<file path="src/rtl/btn_debounce_pkg.sv">
// Shared types and width helpers for the button debounce block.
// Latency: n/a (declarations only).
// Backpressure: n/a.
package btn_debounce_pkg;

    typedef enum logic [1:0] {
        IDLE_LOW  = 2'd0,
        WAIT_HIGH = 2'd1,
        IDLE_HIGH = 2'd2,
        WAIT_LOW  = 2'd3
    } deb_state_t;

    // Width needed to hold values 0..n-1; never narrower than one bit.
    function automatic int unsigned cnt_width(input int unsigned n);
        return (n <= 2) ? 1 : $clog2(n);
    endfunction

    function automatic int unsigned max2(input int unsigned a, input int unsigned b);
        return (a > b) ? a : b;
    endfunction

endpackage

</file>
<file path="src/rtl/btn_debounce_pulse_sync.sv">
// Multi-flop synchronizer bringing an asynchronous level into the clk domain.
// Latency: STAGES rising edges from input change to q.
// Backpressure: none; free-running shift chain.
module sync_ff #(
    parameter int STAGES = 2
) (
    input  logic clk,
    input  logic reset,
    input  logic d,
    output logic q
);

    logic [STAGES-1:0] sync_q;

    // Shift the raw level through the chain; only the last stage is used downstream.
    always_ff @(posedge clk or negedge reset) begin
        if (!reset) begin
            sync_q <= '0;
        end else begin
            sync_q <= {sync_q[STAGES-2:0], d};
        end
    end

    assign q = sync_q[STAGES-1];

endmodule

</file>
<file path="src/rtl/btn_debounce_pulse.sv">
// Debounces a raw push-button into a clean level plus press/release/auto-repeat pulses.
// Latency: SYNC_STAGES+STABLE_CYCLES edges from a clean raw edge to its press/release pulse.
// Backpressure: none; pulses are single-cycle and must be consumed when emitted.
module btn_debounce_pulse
    import btn_debounce_pkg::*;
#(
    parameter int SYNC_STAGES   = 2,
    parameter int STABLE_CYCLES = 4,
    parameter int HOLD_CYCLES   = 8,
    parameter int REPEAT_CYCLES = 3
) (
    input  logic clk,
    input  logic reset,
    input  logic btn_in,
    output logic btn_level,
    output logic btn_press,
    output logic btn_release,
    output logic btn_repeat,
    output logic btn_tick
);

    localparam int CW = cnt_width(STABLE_CYCLES);
    localparam int HW = cnt_width(max2(HOLD_CYCLES, REPEAT_CYCLES) + 1);

    localparam logic [CW-1:0] CNT_LAST    = CW'(STABLE_CYCLES - 1);
    localparam logic [CW-1:0] CNT_ONE     = CW'(1);
    localparam logic [HW-1:0] HOLD_LAST   = HW'(HOLD_CYCLES - 1);
    localparam logic [HW-1:0] REPEAT_LAST = HW'(REPEAT_CYCLES - 1);

    logic       s;
    deb_state_t state_q;
    logic [CW-1:0] cnt_q;
    logic [HW-1:0] hcnt_q;
    logic [HW-1:0] hcnt_last;
    logic       armed_q;     // first repeat already issued; later ones use REPEAT spacing
    logic       level_q;
    logic       press_q;
    logic       release_q;
    logic       repeat_q;
    logic       tick_q;

    sync_ff #(
        .STAGES (SYNC_STAGES)
    ) u_sync (
        .clk   (clk),
        .reset (reset),
        .d     (btn_in),
        .q     (s)
    );

    // Terminal count for the hold timer: initial hold delay, then the repeat period.
    always_comb begin
        hcnt_last = armed_q ? REPEAT_LAST : HOLD_LAST;
    end

    // Debounce FSM, hold/repeat timer and registered outputs in one block.
    always_ff @(posedge clk or negedge reset) begin
        if (!reset) begin
            state_q   <= IDLE_LOW;
            cnt_q     <= '0;
            hcnt_q    <= '0;
            armed_q   <= 1'b0;
            level_q   <= 1'b0;
            press_q   <= 1'b0;
            release_q <= 1'b0;
            repeat_q  <= 1'b0;
            tick_q    <= 1'b0;
        end else begin
            // Pulses default low; the hold timer only survives in IDLE_HIGH.
            press_q   <= 1'b0;
            release_q <= 1'b0;
            repeat_q  <= 1'b0;
            tick_q    <= 1'b0;
            hcnt_q    <= '0;
            armed_q   <= 1'b0;
            case (state_q)
                IDLE_LOW: begin
                    if (s) begin
                        state_q <= WAIT_HIGH;
                        cnt_q   <= CNT_ONE;
                    end
                end
                WAIT_HIGH: begin
                    if (!s) begin
                        state_q <= IDLE_LOW;
                        cnt_q   <= '0;
                    end else if (cnt_q == CNT_LAST) begin
                        state_q <= IDLE_HIGH;
                        cnt_q   <= '0;
                        level_q <= 1'b1;
                        press_q <= 1'b1;
                        tick_q  <= 1'b1;
                    end else begin
                        cnt_q <= cnt_q + CNT_ONE;
                    end
                end
                IDLE_HIGH: begin
                    if (!s) begin
                        state_q <= WAIT_LOW;
                        cnt_q   <= CNT_ONE;
                    end else if (hcnt_q == hcnt_last) begin
                        armed_q  <= 1'b1;
                        repeat_q <= 1'b1;
                        tick_q   <= 1'b1;
                    end else begin
                        hcnt_q  <= hcnt_q + HW'(1);
                        armed_q <= armed_q;
                    end
                end
                WAIT_LOW: begin
                    if (s) begin
                        // Bounce during a hold: back to high, timer restarts, no pulse.
                        state_q <= IDLE_HIGH;
                        cnt_q   <= '0;
                    end else if (cnt_q == CNT_LAST) begin
                        state_q   <= IDLE_LOW;
                        cnt_q     <= '0;
                        level_q   <= 1'b0;
                        release_q <= 1'b1;
                    end else begin
                        cnt_q <= cnt_q + CNT_ONE;
                    end
                end
                default: begin
                    state_q <= IDLE_LOW;
                    cnt_q   <= '0;
                    level_q <= 1'b0;
                end
            endcase
        end
    end

    assign btn_level   = level_q;
    assign btn_press   = press_q;
    assign btn_release = release_q;
    assign btn_repeat  = repeat_q;
    assign btn_tick    = tick_q;

endmodule

</file>
<file path="config.mk">
export PLATFORM = sky130hd
export DESIGN_NAME = btn_debounce_pulse
export DESIGN_NICKNAME = d
export VERILOG_FILES = /design/src/rtl/btn_debounce_pkg.sv /design/src/rtl/btn_debounce_pulse_sync.sv /design/src/rtl/btn_debounce_pulse.sv
export SDC_FILE = /design/constraint.sdc
export NUM_CORES = 1
export LEC_CHECK = 0
export ABC_CLOCK_PERIOD_IN_PS = 1600
export BUFFER_PORTS_ARGS = -buffer_cell sky130_fd_sc_hd__buf_2
export CORE_UTILIZATION = 55
export CTS_CLUSTER_SIZE = 14
export DETAILED_ROUTE_END_ITERATION = 6
export HOLD_SLACK_MARGIN = 0.08
export PLACE_DENSITY = 0.81
export SLEW_MARGIN = 0
export SYNTH_ARGS = -nofsm -noshare
export SYNTH_HDL_FRONTEND = slang
export SYNTH_SLANG_ARGS = --single-unit
</file>
<file path="constraint.sdc">
create_clock -name clk -period 1.6 [get_ports clk]
set_input_delay 0.32 -clock clk [delete_from_list [all_inputs] [get_ports clk]]
set_output_delay 0.32 -clock clk [all_outputs]
set_load 0.01 [all_outputs]
</file>
==> metrics.txt, run 1 <==
area leader, netlist dfrtp_1; HPWL after detailed placement 936.7 um; Wirelength per Cell 12.45 um; post-layout minimum cycle time 1471 ps; Net Switching 448.3 uW; xor/xnor share of the synthesized area approximately 1.1%; highest fanout seen on the critical path 7; worst voltage drop across the vdd grid 0.001079 V; Post-route DRC 0; Yosys cell types 31; Post-Syn Area 813.3 um2; TritonCTS clock tree done; maximum number of pins on one net before global-route repair 17; Setup crit start kind flop; CTS H-Tree Depth 1; Die Wd 40.46 um; number of pins with negative max-slew slack in the final report 0; most numerous cell in the Yosys netlist dfrtp_1; worst-case clock skew 7.183 ps; max capacitance violation total 0; status complete, no violations; number of storage elements in the synthesis netlist 16; total nets after synthesis 77; Critical Path RT 1790 ps; total cell area at the placement stage 855.8 um2; pin slew with the least headroom to its limit 367.5 ps; fraction of synthesis flops using an asynchronous set or reset pin 100.0%; worst skew pair latency between 200 and 300 ps; least setup slack across all paths after layout 128.5 ps; Seq pwr share between 40% and 50%; placeable core area 1334 um2; per-cell via count in the routed design 5.468; final weighted congestion in routability-driven placement 0.8007; worst-case setup slack after placement 81.60 ps; area share of the largest cell type after synthesis between 40% and 50%; Design Area, Final 904.6 um2; Starting DRT DRC Count 4; CTS max path bufs 2; share of cells above drive strength 1 25.32%; Tcrit/Tclk final 91.97%; Hold Path Class in2reg; final layout net count 89; number of primary I/O pins 8; clock-pin slew reported for the worst setup and hold paths after clock tree synthesis roughly 80 ps; grt total ovfl 0; fraction of the yosys area taken by sequential cells roughly half; maximum clock frequency 679.6 MHz; Main synth FF type dfrtp_1; antenna violations before repair 0; gate count of the mapped netlist 68; fraction of power consumed by the clock network around 19%; drt total wl 1170 um; endpoint class of the critical path flop; Worst Hold Launch btn_in; setup repair after global routing missed its margin false; Fin. Hold Viols 0; Total Routing Usage GR 16.72%; Synth Area per Inst 11.96 um2; count of synthesis-stage warnings from yosys 0; switching part of the total power 34.49%; Int Power 851.6 uW; wire length of the first global-routing pass 1752 um; post-layout utilization of the core 67.82%; Slew HR between 70% and 80%; data arrival time of the worst path approximately 1700 ps; static leakage 0.4365 nW; initial cell density of the core 60.98%; area fraction in compound gates after synthesis about an eighth; TritonCTS Buffers 3; via count of the first global-routing pass 415; largest family of logic cells by synthesized area simple AND/OR/NAND/NOR gates; Die Footprint 1637 um2; Inserted Diodes 0; final count of negative-setup-slack endpoints 0; Vert. Die Dim approximately 40 um; mux share of post-synthesis cell area 5.538%; detailed-router iteration count before antenna repair 4; adder and majority cell fraction of the synthesized area between 9 and 10%; total clock sinks 16; setup total negative slack 0 ps; synth cell count leaders 16 x dfrtp_1, 6 x ha_1, 5 x nand2_1, 4 x nor2_1; Area growth, synth to finish 11.23%; number of routed nets with antenna violations 0; vias after detailed routing around 510; startpoint-to-endpoint class of the critical path reg2reg; total power density per cell area 1437 nW/um2; most area-consuming cells after synthesis dfrtp_1 49%, ha_1 9.2%, mux2i_1 3.7%; number of synthesized flops with an enable pin 0; Comb pwr share 39.9%; simple-gate share of the synthesized area 20.31%; number of standard-cell rows in the floorplan 13; CTS Root Buffer Type clkbuf_4; quantity of I/O buffers inserted on ports 7
[what timing repair did]
| item | 4_1_cts | 5_1_grt |
|---|---|---|
| hold buffers | 1 | 0 |
| hold endpoints to repair | 16 | 0 |
| setup endpoints to repair | 0 | 1 |
| gates resized for setup | 0 | 1 |
| setup buffers | 0 | 0 |
[cell usage in the layout (no fill, tap or decap), types with 2 or more instances in the layout]
master / synthesis / final
inv_1: 2 / 2
o21ai_0: 3 / 3
nor2_1: 4 / 4
dfrtp_1: 16 / 16
ha_1: 6 / 5
nand2_1: 5 / 5
nor2b_1: 3 / 3
clkbuf_4: 0 / 3
and3_1: 2 / 2
buf_2: 0 / 7
and3b_1: 2 / 2
mux2i_1: 3 / 3
nor3_1: 2 / 2
[path summary, 6_finish.rpt]
path                                              end  slack (ps)  depth (start not counted)
max reg2reg                                      flop         130                          5
min in group asynchronous         hcnt_q[3]$_DFF_PN0_         460                          2
max in group asynchronous                   async pin         890                          2
min reg2reg                u_sync.sync_q[1]$_DFF_PN0_         360                          0
min                        u_sync.sync_q[0]$_DFF_PN0_         150                          1
max                                              flop         130                          5
[cell families (layout without fill, tap and decap cells)]
| group | count (synthesis) | in the layout |
|---|---|---|
| xor gates and xnor gates | 1 | 1 |
| AOI/OAI and AO/OA | 11 | 11 |
| muxes | 4 | 4 |
| and+or+nand+nor | 27 | 27 |
| adders and majority gates | 6 | 6 |
| buffers and inverters | 3 | 14 |
| DFF | 16 | 16 |
[registers in the layout, indices dropped and copies added, names as in the netlist, named ones only]
register and cells:
armed_q 1, btn_level 1, btn_press 1, btn_release 1, btn_repeat 1, btn_tick 1
cnt_q 2, hcnt_q 4, state_q 1, u_sync.sync_q 2
[metal layers]
layer  track usage [%]  part of all wire, %  vias up  routed length, um
met5                 0                    0        -                  0
met4             6.667                 0.60        0                  7
met3             6.667                  4.0        2                 47
met2             25.00                   47       11                547
met1             21.31                   49      235                568
li1                  -                    -      266                  -
[stage by stage]
stage	hold slack, ps	total power [mW]	cells
2_1_floorplan	24.41	0.9408	68
3_3_place_gp	241.7	1.028	89
3_5_place_dp	241.9	1.057	89
4_1_cts	133.1	1.316	94
5_1_grt	119.3	1.393	94
6_report	145.9	1.300	94
[critical path: stages, from the launching register on]
cell,delay (ps)
dfrtp_1,410
inv_1,90
ha_1,250
nor2b_2,190
or3_1,350
o211ai_1,100
[area by class of cell]
| cell class | count | area (um2) |
|---|---|---|
| tap | 15 | 18.77 |
| sequential | 16 | 400.4 |
| timing repair buffer | 8 | 45.04 |
| inverter | 2 | 7.507 |
| fill | 110 | 429.2 |
| multi-input combinational | 49 | 396.6 |
| clock buffer | 4 | 36.28 |
[power groups by stage]
stage	Combinational [mW]	Sequential [mW]	Clock, mW
detailed placement	0.520	0.537	0
global placement	0.497	0.530	0
finish	0.519	0.529	0.253
floorplan	0.419	0.522	0
global route	0.574	0.537	0.282
CTS	0.524	0.529	0.263
No activity file was read; power rests on OpenSTA's default activity.
==> run 2, diff against run 1 <==
Settings changed: GPL_TIMING_DRIVEN set to 0.
==> run 2 against run 1 <==
Sequential share of layout area is 0.25 points higher. Register-to-register slack worse by 20 ps. Cell count stayed put. Global-route usage is 2.4 points higher. Clock-buffer cell count is 1 lower. Worst setup slack worse by 19 ps. Fmax is 1.3% lower. Combinational power hardly changed. Utilization is 0.38 points lower.
==> metrics.txt, run 2 (same netlist as run 1, synthesis figures left out) <==
status complete, no violations; Post-route DRC 0; placeable core area 1334 um2; Seq pwr share a little over two fifths; TritonCTS Buffers 3; wire length of the first global-routing pass 1925 um; startpoint-to-endpoint class of the critical path reg2reg; initial cell density of the core 60.98%; via count of the first global-routing pass between 400 and 500; CTS H-Tree Depth 1; share of cells above drive strength 1 24.05%; final weighted congestion in routability-driven placement 0.7119; total cell area at the placement stage 867.1 um2; quantity of I/O buffers inserted on ports 7; setup repair after global routing missed its margin false; maximum clock frequency 670.8 MHz; post-layout utilization of the core 67.45%; worst-case clock skew 1.288 ps; post-route total power 1.250 mW; Inserted Diodes 0; drt total wl 1177 um; Top Registers hcnt_q x4, cnt_q x2, u_sync.sync_q x2; setup total negative slack 0 ps; number of cells on the worst hold path 1; Fin. Hold Viols 0; endpoint class of the critical path flop; Die Footprint 1637 um2; number of standard-cell rows in the floorplan 13; static leakage 0.4371 nW; Hold Path Class in2reg; Critical Path RT 1800 ps; highest fanout seen on the critical path 6; max reg flops 4; data arrival time of the worst path 1690 ps; HPWL after detailed placement 875 um; end of the worst hold path u_sync.sync_q[0]$_DFF_PN0_; Register-to-Register Setup Slack 110 ps; leading cell type in the layout, fill and taps excluded dfrtp_1; worst-case setup slack after placement ~140 ps; number of pins with negative max-slew slack in the final report 0; Tcrit/Tclk final 93.17%; post-placement cell count 90; Wirelength per Cell 12.52 um; hold buffer count at cts 1; number of primary I/O pins 8; vias after detailed routing between 500 and 600; grt total ovfl 0; Vert. Die Dim about 40 um; final count of negative-setup-slack endpoints 0; total power density per cell area between 1000 and 1500 nW/um2; Slew HR 77.61%; Int Power about 800 uW; commonest cells after routing, fill and taps aside 16 x dfrtp_1, 7 x buf_2, 6 x ha_1; Starting DRT DRC Count 6; Setup crit start kind flop; launch point of the worst reg-to-reg path state_q[0]$_DFFE_PN0P_; post-CTS resize count 0; TritonCTS clock tree done; detailed-router iteration count before antenna repair 4; Total Routing Usage GR between 10% and 20%; Area growth, synth to finish 10.62%; worst reg2reg path depth 5; CTS max path bufs 2; Die Wd 40.46 um; Net Switching 449.9 uW; post-layout minimum cycle time 1491 ps; final layout net count 90; maximum number of pins on one net before global-route repair 17; clock-pin slew reported for the worst setup and hold paths after clock tree synthesis ~90 ps; pin slew with the least headroom to its limit 335.8 ps; per-cell via count in the routed design 5.649; Worst Hold Launch btn_in; total clock sinks 16; max capacitance violation total 0; worst skew pair latency 280 ps; antenna violations before repair 0; Design Area, Final 899.6 um2; fraction of power consumed by the clock network about 17%; number of routed nets with antenna violations 0; number of buffers inserted to repair setup after CTS 0; tightest hold margin 132.5 ps; Biggest register hcnt_q; CTS Root Buffer Type clkbuf_4; least setup slack across all paths after layout 109.2 ps; post-layout instance count excluding filler cells 94; worst voltage drop across the vdd grid 0.0007446 V; switching part of the total power between 30 and 40%; Comb pwr share 41.6%
==> run 2: layout make-up <==
| type | instances | area, um2 |
|---|---|---|
| well taps | 15 | 18.77 |
| clock buffers | 3 | 22.52 |
| fillers | 97 | 434.2 |
| flip-flops and latches | 16 | 400.4 |
| repair buffers | 8 | 45.04 |
| plain buffers | 1 | 11.26 |
| inverters | 2 | 7.507 |
| multi-input cells | 49 | 394.1 |
==> run 2: worst max-delay path: stages (launching register included) <==
cell      delay [ps]
dfrtp_1          380
inv_1            100
ha_1             280
nand2b_1         210
or3_1            330
o211ai_1         110
==> run 2: metal layers <==
metal | global-route usage (%) | vias to the layer above | routed length [um]
li1 | - | 262 | -
met1 | 23.79 | 253 | 585
met2 | 27.78 | 11 | 511
met3 | 5.000 | 5 | 42
met4 | 15.00 | 0 | 37
met5 | 0 | - | 0
==> run 2: power by group through the flow <==
stage / logic (mW) / registers, mW / clock network, mW
after floorplan: 0.419 / 0.522 / 0
after global placement: 0.506 / 0.525 / 0
after detailed placement: 0.519 / 0.530 / 0
after CTS: 0.523 / 0.522 / 0.219
after global routing: 0.595 / 0.531 / 0.236
final: 0.520 / 0.522 / 0.208
==> run 2: worst max-delay path by stage <==
stage,startpoint,to,slack (ps),cells after the start
after detailed placement,state_q[0]$_DFFE_PN0P_,flop,140,5
final,state_q[0]$_DFFE_PN0P_,flop,110,5
after floorplan,state_q[0]$_DFFE_PN0P_,flop,260,5
after global placement,flop,flop,160,5
after global routing,flop,flop,10,5
after CTS,state_q[0]$_DFFE_PN0P_,flop,110,5
